--- config.mk ---
export PLATFORM = sky130hd
export DESIGN_NAME = d_format_decoder
export DESIGN_NICKNAME = d
export VERILOG_FILES = /design/src/rtl/d_format_decoder.sv
export SDC_FILE = /design/constraint.sdc
export NUM_CORES = 1
export LEC_CHECK = 0
export ABC_AREA = 1
export CORE_MARGIN = 8
export CORE_UTILIZATION = 23
export DETAILED_ROUTE_END_ITERATION = 10
export PLACE_DENSITY = 0.82
export SLEW_MARGIN = 20
export SYNTH_ARGS = -nofsm -noshare
export SYNTH_HDL_FRONTEND = slang
export SYNTH_SLANG_ARGS = --single-unit
--- constraint.sdc ---
create_clock -name clock -period 1.05 [get_ports clock]
set_clock_uncertainty 0.05 [all_clocks]
set_input_delay 0.21 -clock clock [delete_from_list [all_inputs] [get_ports clock]]
set_output_delay 0.21 -clock clock [all_outputs]
set_load 0.05 [all_outputs]
--- src/rtl/d_format_decoder.sv ---
// d_format_decoder: LEGv8 STUR/LDUR control-word decoder with 1-bit execution state.
// Build option D_SIGNED_OFFSET_EN: sign-extend the 9-bit offset into k (zero-extended otherwise).
module d_format_decoder #(
    parameter logic [10:0] OPC_STUR = 11'b11111000000,
    parameter logic [10:0] OPC_LDUR = 11'b11111000010,
    parameter logic [4:0]  FS_ADD   = 5'b01000
) (
    input  logic        clock,
    input  logic        reset_n,
    input  logic [31:0] i,
    output logic [93:0] CW,
    output logic        state
);
    logic        state_q, state_d;
    logic [10:0] opcode;
    logic [4:0]  rn, rt;
    logic [63:0] k;
    logic        is_stur, is_ldur, ld_wb, ld_addr;
    logic        mem_write, reg_write, next_state;
    logic [1:0]  ps, enable;

    always_comb begin
        opcode     = i[31:21];
        rn         = i[9:5];
        rt         = i[4:0];
`ifdef D_SIGNED_OFFSET_EN
        k          = {{55{i[20]}}, i[20:12]};
`else
        k          = {55'b0, i[20:12]};
`endif
        is_stur    = opcode == OPC_STUR;
        is_ldur    = opcode == OPC_LDUR;
        ld_wb      = is_ldur && state_q;
        ld_addr    = is_ldur && !state_q;
        mem_write  = is_stur;
        reg_write  = ld_wb;
        enable     = ld_wb ? 2'b01 : 2'b11;
        ps         = ld_addr ? 2'b00 : 2'b01;
        next_state = ld_addr;
        CW         = {next_state, k, 1'b0, 1'b1, 1'b0, mem_write, reg_write,
                      enable, ps, FS_ADD, rt, rn, rt};
        state_d    = next_state;
    end

    always_ff @(posedge clock or negedge reset_n)
        if (!reset_n) state_q <= 1'b0;
        else          state_q <= state_d;

    assign state = state_q;
endmodule

# Word-level counts from Yosys, hierarchy flattened
# Index checks and enable logic that the tools add are counted.
# W data, S select, Z words.
# word_totals
regBits	1
input_bits	34
output_inout_bits	95
elab_cells	8
# op_classes
n_eq_ne	2
mux	2
n_reduce_logical	3
# op_table
cell	count
$eq A11 B11 Y1 const B	2
$logic_and A1 B1 Y1	2
$mux W2	1
$logic_not A1 Y1	1
$mux W1	1

# Logic depth before layout (Yosys ltp)
# depth
depth_word	3
ltp_mapped	6
ltp_nobuf	5

# Worst setup path after synthesis
# No wires, ideal clock.
# synth_timing
kind	register to output
from	register state_q, in the netlist state
to	output port CW[20]
arrival_ps	1164
required_time_ps	790
slack_ps	-374
path_stages_with_launch	3
path_buffers	0
cell_sequence	dfrtp_1 > inv_1 > nand3_1
# synth_between
elab_chain_cells	3
# synth_rtl
item	line_no	rtl
from (decl)	14	logic state_q, state_d;
from (signal assigned)	47	else state_q <= state_d;
$logic_not A1 Y1	34	ld_addr = is_ldur && !state_q;
$logic_and A1 B1 Y1	34	
$mux W1	38	ps = ld_addr ? 2'b00 : 2'b01;
to (decl)	11	output logic [93:0] CW,
# No other way between the ends.

# Worst setup path after layout
# layout_timing
from	input port i[26]
to	output port CW[93]
# layout_between
elab_chain_cells	2
# layout_rtl
item	line_no	rtl
from (decl)	10	input logic [31:0] i,
$eq A11 B11 Y1	32	is_ldur = opcode == OPC_LDUR;
$logic_and A1 B1 Y1	34	
# No other way between the ends.

==> impl_metrics.py <==
metrics = {
    "status": {
        "outcome": "complete, but fails checks",
        "violations": "negative setup slack",
    },
    "power_and_ir_drop": {
        "pwr-share-clk": 0,
        "comb_power_share": 0.939,
        "irDropWorstVdd_v": 0.000237,
        "p_sw_frac": 0.859,
        "power_density_nw_per_um2": 828,
        "p_leak_uw": 0.000422,
        "power.internal_uw": 91.1,
        "p_sw_uw": 555,
        "seq_power_share": 0.061,
    },
    "setup_path": {
        "cp-end-kind": "output port",
        "cp.required_ps": 790,
        "crit_family": "simple AND/OR/NAND/NOR gates",
        "crit_arrival_ps": 920,
        "cp.buffers_inverters": 3,
        "reg2reg_depth": 1,
        "crit_chain": "buf_6 > inv_2 > nand2_2 > nor2_4 > nand3_4 > nor2_4 > buf_12",
        "crit_path_max_fanout": 2,
        "cp_slowest_cell": "buf_12",
        "cpMostUsedCell": "nor2_4",
        "critical_path_depth": 7,
        "critPathMaxStageDelay_ps": 150,
        "critPathKind": "input pin to output port",
        "crit_path_start_kind": "input pin",
    },
    "synth": {
        "yosysWarnings": 0,
        "synth_top_family_by_area": "buffers and inverters",
        "ys_top_cells_by_area": "buf_4 82%, inv_1 3.1%, dfrtp_1 3.0%",
        "syn_area_um2": 846,
        "synth_mux_area_frac": 0,
        "synth-xor-area-share": 0,
        "ys_ff_latch": 1,
        "ys_seq_area_frac": 0.0296,
        "avgSynthCellArea_um2": 7.05,
        "postSynthCellCount": 120,
        "synthTopCellsByCount": "92 x buf_4, 7 x inv_1, 4 x nor2_1, 3 x nand2_1, 3 x nand3_1",
        "synth_compound_gate_area_share": 0,
        "synth_edf_count": 0,
        "async_reset_ff_frac": 1.00,
        "synthDistinctLibCells": 14,
        "synth_fa_ha_area_frac": 0,
        "yosysTopAreaCellShare": 0.817,
        "synth-simple-area-share": 0.109,
        "yosys.area.top_type": "buf_4",
        "dominantRegCellSynth": "dfrtp_1",
        "yosysMostFrequentCell": "buf_4",
    },
    "global_route": {
        "met1_usage": 0.0437,
        "gr-total-overflow": 0,
        "grt_max_degree": 5,
        "grt_use_met3": 0.0271,
        "grt_pass1_wl_um": 2520,
        "grtUsageMet2": 0.0874,
        "grt_pass1_vias": 560,
        "antenna_found_initial": 0,
        "grt-busiest-layer": "met2",
        "globalRouteTotalUtil": 0.0479,
    },
    "placement": {
        "numPortBuffers": 18,
        "placedCellCount": 160,
        "dp_slack_ps": -624,
        "dp_hpwl_um": 1440,
        "gp_congestion": 0.756,
        "placed_area_um2": 703,
    },
    "timing": {
        "min_period_ps": 1180,
        "setup_violations": 5,
        "setup_slack_ps": -129,
        "max_freq_ghz": 0.848,
        "hold_viol": 0,
        "finalMaxSlewViolations": 0,
        "rsz0062_at_grt": "true",
        "timing.final.crit_share": 1.12,
    },
    "finish": {
        "largest_reg_flops": 1,
        "num-nets-final": 148,
        "drive_gt1_frac": 0.402,
        "finalInstanceArea_um2": 781,
        "n_antenna_cell": 0,
        "finalNonFillerCells": 160,
        "area_delta_synth_final_pct": -7.69,
    },
    "hold_path": {
        "hp-class": "input pin to async pin",
    },
    "die": {
        "rows": 22,
        "core_um2": 3610,
        "dieArea_um2": 5870,
        "die_x_um": 76.6,
        "die_y_um": 76.6,
        "ios": 129,
        "start_util": 0.235,
    },
    "route": {
        "first_iter_violations": 3,
        "wl_per_cell_um": 9.62,
        "postRouteAntennaNets": 0,
        "vias": 426,
        "wl_um": 1540,
        "viasPerCell": 2.66,
        "drc": 0,
        "drt_first_pass_iters": 2,
    },
    "clocking": {
        "clock_latency_ps": 0,
        "ctsHoldBuffers": 0,
        "path_clk_slew_ps": 0,
    },
    "flow_run": {
        "cap_viol_max_count": 0,
    },
}
[what timing repair did]
action                     CTS  global route
resized for setup           76             1
gates cloned                 0             0
setup endpoints to repair    6             5
pin swaps                   13             6
setup buffers                0             0
[cell families after synthesis]
| logic type | after synthesis |
|---|---|
| flip-flops | 1 |
| other | 2 |
| AND/OR/NAND/NOR | 17 |
| buffers and inverters | 100 |
[worst paths after layout]
check | slack [ps] | startpoint | end
max | -130 | i[26] | CW[93]
min | 310 | reset_n | state$_DFF_PN0_
max reg2reg | 350 | state$_DFF_PN0_ | state$_DFF_PN0_
min reg2reg | 440 | state$_DFF_PN0_ | state$_DFF_PN0_
max in group asynchronous | 530 | reset_n | state$_DFF_PN0_
min in group clock | 370 | i[16] | CW[33]
[per-stage QoR]
step / utilization / TNS, ps / total power, µW / hold slack [ps]
final: 0.217 / -557 / 647 / 310
after global routing: 0.217 / -815 / 669 / 322
after CTS: 0.215 / -645 / 634 / 312
after detailed placement: 0.195 / -3090 / 613 / 312
after global placement: 0.195 / -2930 / 611 / 309
after floorplan: - / -295 / 998 / -136
[area by class of cell]
type,count,area [µm²]
sequential,1,26.3
multi-input combinational,82,422
inverter,8,35.0
timing repair buffer,21,238
tap,48,60.1
fill,413,2830
[placed cells by master, fill, tap and decap left out, drive strengths merged]
| master | Yosys | routed |
|---|---|---|
| nand3 | 4 | 4 |
| clkdlybuf4s50 | 0 | 1 |
| inv | 8 | 8 |
| buf | 92 | 20 |
| nor3 | 1 | 1 |
| conb | 2 | 65 |
| nand2 | 5 | 5 |
| nor2 | 6 | 6 |
| dfrtp | 1 | 1 |
| and2 | 1 | 1 |
[power groups by stage]
stage               clock network [µW]  registers [µW]  logic, µW
floorplan                            0            39.4        959
global placement                     0            39.3        572
detailed placement                   0            39.3        574
CTS                                  0            39.3        594
global route                         0            39.3        630
finish                               0            39.3        607
[routing by layer]
layer,wire (µm),vias up
met5,0,-
met4,43,0
met3,183,10
met2,821,51
met1,491,182
li1,-,183
(Power assumes the default switching activity.)
==> edit (config.mk and constraints unchanged) <==
Register the output `CW`; this adds one clock of latency there. The other outputs are not delayed to match.
--- a/src/rtl/d_format_decoder.sv
+++ b/src/rtl/d_format_decoder.sv
@@ -11,6 +11,8 @@
     output logic [93:0] CW,
     output logic        state
 );
+
+    logic [93:0] CW_d;
     logic        state_q, state_d;
     logic [10:0] opcode;
     logic [4:0]  rn, rt;
@@ -37,7 +39,7 @@
         enable     = ld_wb ? 2'b01 : 2'b11;
         ps         = ld_addr ? 2'b00 : 2'b01;
         next_state = ld_addr;
-        CW         = {next_state, k, 1'b0, 1'b1, 1'b0, mem_write, reg_write,
+        CW_d       = {next_state, k, 1'b0, 1'b1, 1'b0, mem_write, reg_write,
                       enable, ps, FS_ADD, rt, rn, rt};
         state_d    = next_state;
     end
@@ -47,5 +49,9 @@
         else          state_q <= state_d;
 
     assign state = state_q;
+    always_ff @(posedge clock) begin
+        CW <= CW_d;
+    end
+
 endmodule
 
Formal check against the unedited RTL: not equivalent (Yosys sat finds a counterexample within 4 cycles, from zero or initial values and one cycle with reset_n low).
==> edit against the original RTL <==
The run still ends with setup timing left. Power rose to 4.0 times the old value. Utilization rose by 18 points. Sequential cell count rose by 24. Design area rose to 2.5 times the old value. Sequential power rose to 26 times the old value. Synthesized area rose by 37%. Worst setup slack improved by 0.079 ns. Wire length rose by 110%. Die area rose by 29%.
==> edit: results (changes against the original RTL) <==
qor: run_status.outcome finished, violations left [unchanged]
qor: run_status.failing_checks setup timing [unchanged]
qor: grt.wire_length_of_the_first_global_routing_pass 4530 µm [was 2520 µm]
qor: place.dp_hpwl 2880 µm [was 1440 µm]
qor: final_layout.final_net_count 216 [was 148]
qor: place.numPlacedInstances 246 [was 160]
qor: synthesis.netlist_top_cells_count sky130_fd_sc_hd__buf_4 (70), sky130_fd_sc_hd__dfxtp_1 (24), sky130_fd_sc_hd__inv_1 (7), sky130_fd_sc_hd__nor2_1 (4) [was sky130_fd_sc_hd__buf_4 (92), sky130_fd_sc_hd__inv_1 (7), sky130_fd_sc_hd__nor2_1 (4), sky130_fd_sc_hd__nand2_1 (3), sky130_fd_sc_hd__nand3_1 (3)]
qor: sta.report.final.setup_viol 1 [was 5]
qor: critical_path.crit_path_max_incr_delay 0.42 ns [was 0.15 ns]
qor: detailed_routing.route.detailed.vias_per_inst 2.98 [was 2.66]
qor: critical_path.arrival_time_worst_endpoint 0.84 ns [was 0.92 ns]
qor: grt.grt_util_all_layers 8.03% [was 4.79%]
qor: cts.cts_resized 8 [was 76]
qor: critical_path.reg2reg_to CW[20] [was state]
qor: cts.post_cts.repair.setup_buffers 1 [was 0]
qor: sta.hold_slack 0.0421 ns [was 0.310 ns]
qor: place.numPortBuffers 61 [was 18]
qor: synthesis.synth_async_sr_flop_share 4.00% [was 100%]
qor: final_layout.largest_reg_flops 24 [was 1]
qor: cts.worst_setup_hold_path_clk_slew 0.08 ns [was 0 ns]
qor: synthesis.postSynthCellCount 122 [was 120]
qor: critical_path.setup.worst_path.start_class flip-flop [was input port]
qor: detailed_routing.wl_per_cell 12.9 µm [was 9.62 µm]
qor: synthesis.ys_types 15 [was 14]
qor: power.p_leak 0.924 nW [was 0.422 nW]
qor: power.p_int 1.54 mW [was 91.1 µW]
qor: sta.setup_tns -0.0497 ns [was -0.557 ns]
qor: place.placement.setup.worst_slack -0.250 ns [was -0.624 ns]
qor: detailed_routing.drc_violation_total_after_the_first_tritonroute_iteration 19 [was 3]
qor: synthesis.synth.area.top_cells sky130_fd_sc_hd__buf_4 (45%), sky130_fd_sc_hd__dfxtp_1 (41%), sky130_fd_sc_hd__inv_1 (2.3%), sky130_fd_sc_hd__dfrtp_1 (2.2%), sky130_fd_sc_hd__nand3_1 (1.3%) [was sky130_fd_sc_hd__buf_4 (82%), sky130_fd_sc_hd__inv_1 (3.1%), sky130_fd_sc_hd__dfrtp_1 (3.0%), sky130_fd_sc_hd__nand3_1 (1.8%), sky130_fd_sc_hd__nor2_1 (1.8%)]
qor: sta.timing.final.ws_setup -0.0497 ns [was -0.129 ns]
qor: critical_path.reg2regPathDepth 3 [was 1]
qor: place.gp_congestion 0.689 [was 0.756]
qor: cts.clk_latency 0.26 ns [was 0 ns]
qor: critical_path.crit_path_end state [was CW[93]]
qor: detailed_routing.routed_wirelength 3240 µm [was 1540 µm]
qor: place.placed_area 1880 µm² [was 703 µm²]
qor: critical_path.critical-path-top-delay-family flip-flops [was simple AND/OR/NAND/NOR gates]
==> edit: cell count changes after synthesis <==
cell,delta
sky130_fd_sc_hd__buf_4,-22
sky130_fd_sc_hd__dfxtp_1,+24
==> edit: power groups by stage <==
stage / registers, mW / logic (mW) / clock network, mW
6_report: 1.03 / 1.03 / 0.535
5_1_grt: 1.03 / 1.06 / 0.602
4_1_cts: 1.02 / 1.02 / 0.555
3_5_place_dp: 1.05 / 1.02 / 0
3_3_place_gp: 1.05 / 1.01 / 0
2_1_floorplan: 1.16 / 0.762 / 0
==> edit: layer usage <==
layer / part of all wire (%) / vias up / global-route usage (%)
met1: 37 / 314 / 8.36
met5: 0 / - / 0
li1: - / 344 / -
met3: 15 / 4 / 3.68
met4: 1.4 / 0 / 4.23
met2: 46 / 87 / 13.3
==> edit: area by class of cell <==
class	count	area, µm²
Inverter	8	30.0
Multi-Input combinational cell	82	347
Fill cell	458	3010
Clock buffer	4	45.0
Tap cell	70	87.6
Timing Repair Buffer	62	918
Sequential cell	25	542
